--- src/rtl/kronos_hcu_pkg.sv ---
// Shared constants and types for the Kronos hazard control unit.
package kronos_hcu_pkg;

    localparam int HCU_NREG = 32;

    typedef logic [4:0] regidx_t;

endpackage

--- src/rtl/kronos_hcu_scoreboard.sv ---
// Pending-write scoreboard: one busy bit per architectural register, x0 never tracked.
module kronos_hcu_scoreboard
    import kronos_hcu_pkg::*;
#(
    parameter int NREG = HCU_NREG
) (
    input  logic            clk,
    input  logic            rstz,
    input  logic            set_vld,
    input  regidx_t         set_idx,
    input  logic            wb_vld,
    input  regidx_t         wb_rd,
    input  logic            flush,
    output logic [NREG-1:0] busy,
    output logic [NREG-1:0] free
);

    logic [NREG-1:0] set_mask;
    logic [NREG-1:0] clr_mask;

    always_comb begin
        set_mask = '0;
        clr_mask = '0;
        if (set_vld && (set_idx != '0)) set_mask[set_idx] = 1'b1;
        if (wb_vld) clr_mask[wb_rd] = 1'b1;
    end

    // A retiring write frees its register in the same cycle.
    always_comb begin
        free    = ~busy | clr_mask;
        free[0] = 1'b1;
    end

    // Set is applied after clear so a same-cycle set/clear leaves the bit set.
    always_ff @(posedge clk or negedge rstz) begin
        if (!rstz) begin
            busy <= '0;
        end else if (flush) begin
            busy <= '0;
        end else begin
            busy <= (busy & ~clr_mask) | set_mask;
        end
    end

endmodule

--- src/rtl/kronos_hcu.sv ---
// Hazard control unit between ID and EX: gates the handshake on scoreboard state
// and counts stalled cycles.
module kronos_hcu
    import kronos_hcu_pkg::*;
#(
    parameter int NREG  = HCU_NREG,
    parameter int CNT_W = 16
) (
    input  logic             clk,
    input  logic             rstz,
    input  logic             id_vld,
    output logic             id_rdy,
    input  regidx_t          id_rs1,
    input  regidx_t          id_rs2,
    input  logic             id_rs1_rd,
    input  logic             id_rs2_rd,
    input  regidx_t          id_rd,
    input  logic             id_rd_write,
    output logic             ex_vld,
    input  logic             ex_rdy,
    input  logic             wb_vld,
    input  regidx_t          wb_rd,
    input  logic             flush,
    output logic             stall,
    output logic [NREG-1:0]  busy,
    output logic [CNT_W-1:0] stall_cnt
);

    logic [NREG-1:0] free;
    logic            hazard;
    logic            issue;

    kronos_hcu_scoreboard #(
        .NREG (NREG)
    ) u_scoreboard (
        .clk     (clk),
        .rstz    (rstz),
        .set_vld (issue & id_rd_write),
        .set_idx (id_rd),
        .wb_vld  (wb_vld),
        .wb_rd   (wb_rd),
        .flush   (flush),
        .busy    (busy),
        .free    (free)
    );

    // The rd term blocks WAW, so a single busy bit per register is enough.
    always_comb begin
        hazard = (id_rs1_rd   & ~free[id_rs1])
               | (id_rs2_rd   & ~free[id_rs2])
               | (id_rd_write & ~free[id_rd]);
        ex_vld = id_vld & ~hazard & ~flush;
        id_rdy = ex_rdy & ~hazard & ~flush;
        issue  = ex_vld & ex_rdy;
        stall  = id_vld & hazard & ~flush;
    end

    always_ff @(posedge clk or negedge rstz) begin
        if (!rstz) begin
            stall_cnt <= '0;
        end else if (stall && (stall_cnt != '1)) begin
            stall_cnt <= stall_cnt + 1'b1;
        end
    end

endmodule

--- config.mk ---
export PLATFORM = sky130hd
export DESIGN_NAME = kronos_hcu
export DESIGN_NICKNAME = d
export VERILOG_FILES = /design/src/rtl/kronos_hcu_pkg.sv /design/src/rtl/kronos_hcu_scoreboard.sv /design/src/rtl/kronos_hcu.sv
export SDC_FILE = /design/constraint.sdc
export NUM_CORES = 1
export LEC_CHECK = 0
export BUFFER_PORTS_ARGS = -buffer_cell sky130_fd_sc_hd__buf_2
export CAP_MARGIN = 25
export CORE_ASPECT_RATIO = 1.4
export CORE_MARGIN = 3
export CORE_UTILIZATION = 30
export DETAILED_ROUTE_END_ITERATION = 10
export HOLD_SLACK_MARGIN = 0.08
export PLACE_DENSITY = 0.47
export SYNTH_ARGS = -nofsm -noshare
export SYNTH_HDL_FRONTEND = slang
export SYNTH_HIERARCHICAL = 1
export SYNTH_SLANG_ARGS = --single-unit
--- constraint.sdc ---
create_clock -name clk -period 8.89 [get_ports clk]
set_input_delay 0.4445 -clock clk [delete_from_list [all_inputs] [get_ports clk]]
set_output_delay 0.4445 -clock clk [all_outputs]
set_load 0.02 [all_outputs]
==> results of run 1 <==
## cell usage in the layout, fill, tap and decap left out, types with 3 or more instances in the layout
| cell | n |
|---|---|
| nor2_1 | 12 |
| mux2_1 | 6 |
| nand2_1 | 18 |
| clkbuf_16 | 5 |
| inv_1 | 5 |
| nor3_1 | 6 |
| a21oi_1 | 4 |
| nand3b_1 | 8 |
| o21ai_2 | 5 |
| o22ai_2 | 7 |
| nand3_1 | 13 |
| nand2b_1 | 6 |
| nand4_1 | 3 |
| o22ai_1 | 26 |
| mux4_2 | 10 |
| dfrtp_1 | 48 |
| nor3_2 | 7 |
| mux2i_1 | 28 |
| and2_1 | 3 |
| nor2b_1 | 4 |
| o21ai_0 | 15 |
| nor3b_1 | 3 |
| o21ai_1 | 11 |
| or3b_1 | 4 |
| buf_2 | 79 |
| xor2_1 | 13 |
| a22oi_1 | 6 |
## stage by stage
| stage | util, % | cells | area [um2] |
|---|---|---|---|
| after detailed placement | 35.48 | 516 | 3711 |
| after floorplan | - | 317 | 3251 |
| after global routing | 36.88 | 524 | 3857 |
| after CTS | 36.88 | 524 | 3857 |
| final | 36.88 | 524 | 3857 |
| after global placement | 35.48 | 516 | 3711 |
## worst reg2reg max path: stages (launching register included)
cell and delay, ps:
dfrtp_1 380, o21ai_0 170, mux2i_1 140, a22o_1 250, a221o_1 260, o311ai_1 260
o221a_2 540, nand2_1 150, nor3_1 340, nand4b_1 560, o22ai_1 330
## area by class of cell
class | instances | share of cell area, %
clock buffer | 8 | 3.795
inverter | 5 | 0.4865
multi-input combinational | 245 | 49.66
sequential | 48 | 31.14
tap | 138 | 4.476
timing repair buffer | 80 | 10.44
## power groups by stage
stage / Sequential, mW / Combinational [mW] / Clock (mW)
after floorplan: 0.255 / 0.0466 / 0
after global placement: 0.245 / 0.0947 / 0
after detailed placement: 0.245 / 0.0942 / 0
after CTS: 0.242 / 0.0940 / 0.198
after global routing: 0.243 / 0.102 / 0.208
final: 0.241 / 0.0938 / 0.192
## per-layer routing
metal  wire length [um]  share of wire [%]  global-route usage (%)  vias up
met4                223                2.1                   7.228        0
li1                   -                  -                       -     1357
met2               5340                 51                   30.91      123
met5                  0                  0                       0        -
met1               4239                 40                   22.46     1460
met3                720                6.8                   3.136       19
## registers in the layout (all words and copies together) (netlist names)
name and cells:
stall_cnt 16, u_scoreboard/busy 32
## kinds of logic after synthesis
group                    Yosys count
other                              1
flip-flops                        48
multiplexers                      46
AO/OA/AOI/OAI                     83
AND/OR/NAND/NOR                  101
adder cells (fa/ha/maj)            1
XOR/XNOR                          13
buffers and inverters             24
## how the worst max path moves through the flow
stage / startpoint / to / slack [ps]
CTS: wb_rd[1] / u_scoreboard/busy[22] / 4810
global route: wb_rd[1] / u_scoreboard/busy[10] / 4400
global placement: wb_rd[1] / u_scoreboard/busy[31] / 4620
floorplan: wb_rd[1] / u_scoreboard/busy[20] / 5310
finish: wb_rd[1] / u_scoreboard/busy[31] / 4750
detailed placement: wb_rd[1] / u_scoreboard/busy[31] / 4500
==> reports/summary.md, run 1 <==
In this run the tool buffered the top-level ports with 79 buffer cells. At the end of routability-driven placement, the weighted congestion stood at 0.8301. The global-route wire length before repair came out at 16.86 mm. The largest total area in the synthesized netlist belongs to dfrtp_1.

The hold violation total from the final report is 0. The logs give 3251 um2 for the area of the mapped netlist and 51 for the post-synthesis cell type count. The clock arrives with 9.533 ps of skew. For the internal portion of total power, the log shows 0.3727 mW. The run gives 10,460 um2 as the area inside the core boundary. Of the total power, the clock network draws 36.4%. The number of gates given a new drive strength after cts is 0, and the accumulated negative setup slack is 0 ps. CTS built an H-tree with a depth of 2. For this run, the detailed router's first-pass iteration total came to 4. Type of the setup path with the least slack: primary input to flip-flop. Grouping stages by cell kind, the critical path spends the most delay in compound AO/OA/AOI/OAI gates. For the worst flop-to-flop path, the logic depth is 10. Summed over its instances, the top area cell type makes up 36.95% of the synthesized netlist area. The startpoint identified for the worst register-to-register timing path is u_scoreboard/busy[15].

The count of routing violations after the opening detailed-route iteration was 266; the clock transition at the registers of the reported paths was 70 ps. The total routing usage reported by global routing was 18.06%; the switching part of the total was 29.29%. Clock tree synthesis inserted a total of 5 buffers. The number of cells on the critical path is 12. For the number of global-route vias before repair, the log shows 3,126. Endpoint kind of the worst setup timing path: a flip-flop.

The post-synthesis to final-layout area growth works out to 18.67%. Pin placement for this block handled 80 I/O pins. In the final layout, the multi-input gates occupy 1916 um2. The Yosys step of the flow raised 6 warnings. The die covers 12,140 um2. The sort of element at the start of the critical path was a primary input. The path class of the tightest hold or removal check is primary input to asynchronous set/reset pin.

The post-synthesis adder-cell area fraction was 0.3849%; the number of synthesized flops with an enable pin was 0. The post-route netlist has 31.61% of its cells at a drive strength greater than 1. Final max-slew violation count: 0. The via-per-instance ratio works out to 5.647. The total via count in the routed design came out at 2,959. The cell type of the slowest stage on the worst timing path was or3b_1. The post-synthesis simple-gate area fraction is 19.13%, and the count of clock tree sinks is 48. The tools report the worst-case clock buffer depth as 2. After synthesis, the most frequently instantiated cells are 48 x dfrtp_1, 28 x mux2i_1, 26 x o22ai_1, 18 x nand2_1, 15 x o21ai_0. Of all nets on the critical path, the largest fanout is 18. The tools report the root buffer cell as clkbuf_16.

The synthesized-area fraction occupied by ao, oa, aoi and oai cells is 17.47%. The run finished with clean final reports. The logs give 0 for the post-detailed-route DRC marker count and 10.52 mm for the total wire length after detailed routing. Half-perimeter wire length of the detailed placement result: 7.856 mm.

At the later pin of the worst-skew pair, clock insertion delay measures 290 ps. The count of nets left with antenna violations once routing finished came out at 0. Flip-flop cell with the highest count after synthesis: dfrtp_1.

The largest incremental delay on the critical path is 590 ps. The repair_antennas step left the layout with diodes totalling 0. The multiplexer share of the synthesized area was 18.32%; the post-synthesis net count was 347. Final hold analysis gives a worst-case slack of 266.2 ps.

For the final setup slack of the worst path, the log shows 4747 ps. The data required time at the worst endpoint was 9080 ps. In this run the post-CTS setup repair buffer count came out at 0.

The tools report the maximum number of pins on one net before global-route repair as 49. The chip height works out to 129.2 um. Combinational group share of total power: 17.8%. The tools report the number of antenna violations at the first check in global routing as 0. The overall power of the completed layout was 0.5271 mW; the post-placement setup slack was 4498 ps.

Flip-flop and latch area: 1201 um2. The critical path buffer and inverter count was 1. The arrival time reported for the critical path endpoint was 4340 ps; the final critical path time including I/O delays and setup was 4143 ps. For the worst setup slack for register-to-register paths, the log shows 5410 ps. The tool flagged a number of max-cap violations equal to 0. The share of flip-flops with an asynchronous set or reset after synthesis is 100.0%. Setup repair after global routing left no endpoint under its margin. Once the floorplan was initialized, standard cells occupied 31.08% of the core. A synthesized cell averages 10.25 um2. Leading cell type by number of instances after synthesis: dfrtp_1.

For the aggregate global routing overflow, the log shows 0. Number of failing setup endpoints in the final timing report: 0. Row generation in the floorplan step produced 44 rows.

The worst register-to-register path ends at u_scoreboard/busy[31]. Counting the fill cells in the layout gives 1,123. The overall die width was 93.98 um; the achievable clock frequency was 241.4 MHz. The tools report the highest ir drop seen on vdd as 0.00007718 V. The leakage power total was 1.757 nW. The run gives 0 as the number of buffers inserted by hold repair at cts. Power density normalized to cell area: 136.6 nW/um2. TritonCTS built the clock tree. The final-stage net count is 415, and the number of synthesized register bits is 48.

Walking the worst path, the cells encountered are buf_2 -> or3b_1 -> o21ai_1 -> mux2i_1 -> a22o_1 -> a221o_1 -> o311ai_1 -> o221a_2 -> nand2_1 -> nor3_1 -> nand4b_1 -> o22ai_1. The part of the cycle the worst path needs is 46.60%, and the wire length per cell after detailed routing is 20.08 um. The worst slew margin relative to its limit is 49.22%, and the sequential group share of total power is 45.8%. In the post-synthesis netlist, the biggest area contributors are dfrtp_1 37%, mux2i_1 8.6%, mux4_2 6.9%, o22ai_1 5.0%, xor2_1 3.5%. Summing the sequential cell areas from Yosys gives 36.95% of the chip area. Of the total synthesized cell area, the portion taken by XOR and XNOR cells is 3.503%. For the pin with the worst max-slew slack, the measured transition is 761.6 ps. The switching component of the power is 0.1544 mW. In the synthesized netlist, the number of instances is 317.

The main combinational cell family by area after synthesis is simple AND/OR/NAND/NOR gates.
Power figures use the tool's default switching activity.
==> inputs of run 2 (changes only) <==
==> constraint.sdc (replaced) <==
create_clock -name clk -period 4.3 [get_ports clk]
set_input_delay 0.215 -clock clk [delete_from_list [all_inputs] [get_ports clk]]
set_output_delay 0.215 -clock clk [all_outputs]
set_load 0.02 [all_outputs]
==> run 2 against run 1 <==
Sequential share of layout area decreased by 0.40 points. Final area increased by 1.3%. Global-route usage decreased by 0.19 points. Worst setup slack got worse by 4000 ps. Non-clock buffer count increased by 6. Register-to-register slack got worse by 4300 ps. Critical path depth unchanged. Worst hold slack improved by 170 ps. First-iteration DRC count decreased by 24%. Sequential power increased by 110%. Via count decreased by 0.24%. Routed wire length increased by 0.41%. Largest cell class unchanged.
==> reports/summary.md, run 2 (synthesis gave the netlist of run 1 again) <==
The tools report the highest ir drop seen on vdd as 0.0002268 V. The total via count in the routed design is 2,952. The die is 129.2 um tall. In the final layout, the share of cells above drive strength 1 is 32.91%. Setup violations remaining at the end of the flow were counted as 0.

Dividing the detail-routed via count by the number of cells gives 5.570. Compared with the post-synthesis result, the final layout area differs by 20.21%. The type of the setup path with the least slack was primary input to flip-flop. The number of buffers inserted by hold repair at cts is 1, and the peak fanout along the critical path is 8. Entering global routing, the biggest net connects 49 pins. Max-cap violations in this run came to 0. Wire length per cell after detailed routing: 19.94 um. Among cell families on the critical path, the largest total delay comes from compound AO/OA/AOI/OAI gates. Overall die width: 93.98 um.

The finished layout holds 530 standard cells, fillers aside. Clock-pin slew was measured on the worst setup and hold paths at 60 ps. The number of antenna cells inserted is 0, and the tightest hold margin is 432.7 ps. The logs give 3,042 for the number of global-route vias before repair and 51.08% for the worst slew margin relative to its limit. The tools report the area of the die as 12,140 um2. The tools report the iteration count of the initial detailed-routing pass as 5.

The tools report the hold violation total from the final report as 0. The number of setup buffers added after CTS is 0. The worst hold path begins at id_rd[2]. The tools report the root buffer cell as clkbuf_16.

Gates resized during post-CTS repair numbered 0. The terminating pin of the worst hold path is u_scoreboard/busy[4]. In the finished design, the share of the clock period the worst path needs comes to 82.23%.

The area inside the core boundary is 10,460 um2. The count of buffers added on input and output ports is 79. The floorplan has 44 rows. The instance count along the most critical hold path is 3. In this run the static leakage power is 1.789 nW. The number of cells on the worst reg-to-reg path is 10. Based on the critical path, the design can be clocked at up to 282.8 MHz. The H-tree generated during clock tree synthesis spans 2 levels. STA classifies the critical path startpoint as a primary input.

The logs give 10.57 mm for the total wire length after detailed routing and 0 ps for the accumulated negative setup slack. The tools report the number of antenna violations at the first check in global routing as 0. In this run the worst hold path is classified as primary input to flip-flop. Setup repair after global routing left no endpoint under its margin. For flop-to-flop paths, the worst setup slack is 1140 ps. The area of all placed cells without fillers is 3908 um2, and the number of cells in the design after placement is 521.

In the post-route analysis, the smallest setup slack over all paths is 764.0 ps. The number of cells on the critical path is 12, and the placed standard-cell area is 3749 um2. Critical register-to-register path endpoint: u_scoreboard/busy[26]. The logs give 3730 ps for the arrival time reported for the critical path endpoint and 0 for the post-detailed-route DRC marker count. The number of buffers inserted during clock tree synthesis was 5. The transition time of the tightest slew-check pin works out to 733.8 ps. TritonCTS built the clock tree. The tools report the total routing usage reported by global routing as 17.87%. More flip-flops sit in one register than any other, and that register is u_scoreboard/busy. For the worst-skew pair, the clock arrives at the later sink with an insertion delay of 290 ps. Summing internal, switching and leakage power gives 1.088 mW. The endpoint kind of the worst setup timing path was a flip-flop. The library cell used most frequently in the layout, excluding fill and tap cells, is buf_2. The run finished with clean final reports.

Traced cell by cell, the critical path runs through buf_2 -> or3b_1 -> o21ai_1 -> mux2i_1 -> a22o_1 -> a221o_1 -> o311ai_1 -> o221a_2 -> nand2_1 -> nor3_1 -> nand4bb_1 -> o22ai_1. The final max-slew violation count was 0. In the final layout, the registers with the most flip-flops are u_scoreboard/busy x32, stall_cnt x16. The aggregate global routing overflow was 0; the critical path buffer and inverter count was 1. 80 I/O pins were placed. The tools report the data required time at the worst endpoint as 4490 ps. Across the routed clock network, the largest skew measured is 3.761 ps. The first global-routing pass estimated 16.46 mm of wire. The largest incremental delay on the critical path is 600 ps, and the final-stage net count is 421. Before CTS, the worst setup slack after placement is 538.1 ps.

The top cell types in the final layout, fill and taps aside, are 79 x buf_2, 48 x dfrtp_1, 28 x mux2i_1. The smallest clock period supported by the final layout is computed as 3536 ps. For this block, the initial DRC count from the detailed router was 203.

The register with the most flip-flops in the layout has 32 of them. The final cell utilization of the core was 37.36%. Reg-to-reg startpoint: u_scoreboard/busy[15]. Remaining number of nets flagged by the antenna check after routing: 0. The longest clock path from root to sink contains 2 buffers. Cell type of the slowest stage on the worst timing path: or3b_1. The count of clock tree sinks is 48, and the last weighted congestion value of the routability-driven placer is 0.8324. The layout filler cell count is 1,125, and the half-perimeter wire length of the detailed placement result is 8.043 mm. The power density normalized to cell area was 278.5 nW/um2; the initial core utilization was 31.08%.
[run 2: changes by cell type in the layout (fill, tap and decap cells not counted)]
cell,before,now
clkinv_2,0,2
buf_4,1,6
dlygate4sd3_1,0,1
clkbuf_1,2,0
[run 2: how the worst max path moves through the flow]
| stage | start | endpoint | slack [ps] |
|---|---|---|---|
| 6_report | wb_rd[1] | u_scoreboard/busy[26] | 760 |
| 5_1_grt | wb_rd[1] | u_scoreboard/busy[22] | 560 |
| 4_1_cts | wb_rd[1] | u_scoreboard/busy[26] | 830 |
| 3_5_place_dp | wb_rd[1] | u_scoreboard/busy[6] | 540 |
| 3_3_place_gp | wb_rd[1] | u_scoreboard/busy[25] | 600 |
| 2_1_floorplan | wb_rd[1] | u_scoreboard/busy[20] | 950 |
[run 2: layout make-up]
class                      count  area [um2]  area share, %
multi-input combinational    245        1916          49.02
sequential                    48        1201          30.74
timing repair buffer          86       450.4          11.53
tap                          138       172.7          4.419
clock buffer                   6       138.9          3.554
inverter                       5       18.77         0.4803
clock inverter                 2       10.01         0.2562
[run 2: tightest hold or removal path: stages]
cell	delay, ps
buf_2	190
nand2_1	180
o22ai_2	80
[run 2: report_power, final]
part | internal (mW) | switching, mW | total (mW) | leakage [nW]
Combinational | 0.0696 | 0.126 | 0.196 | 1.05
Clock | 0.229 | 0.164 | 0.393 | 0.0766
Sequential | 0.472 | 0.0278 | 0.499 | 0.663
[run 2: layer usage]
metal	global-route usage (%)	up-vias	share of wire, %
met3	3.484	15	6.2
met2	30.95	107	51
li1	-	1375	-
met1	21.37	1455	40
met5	0	-	0
met4	7.823	0	2.9
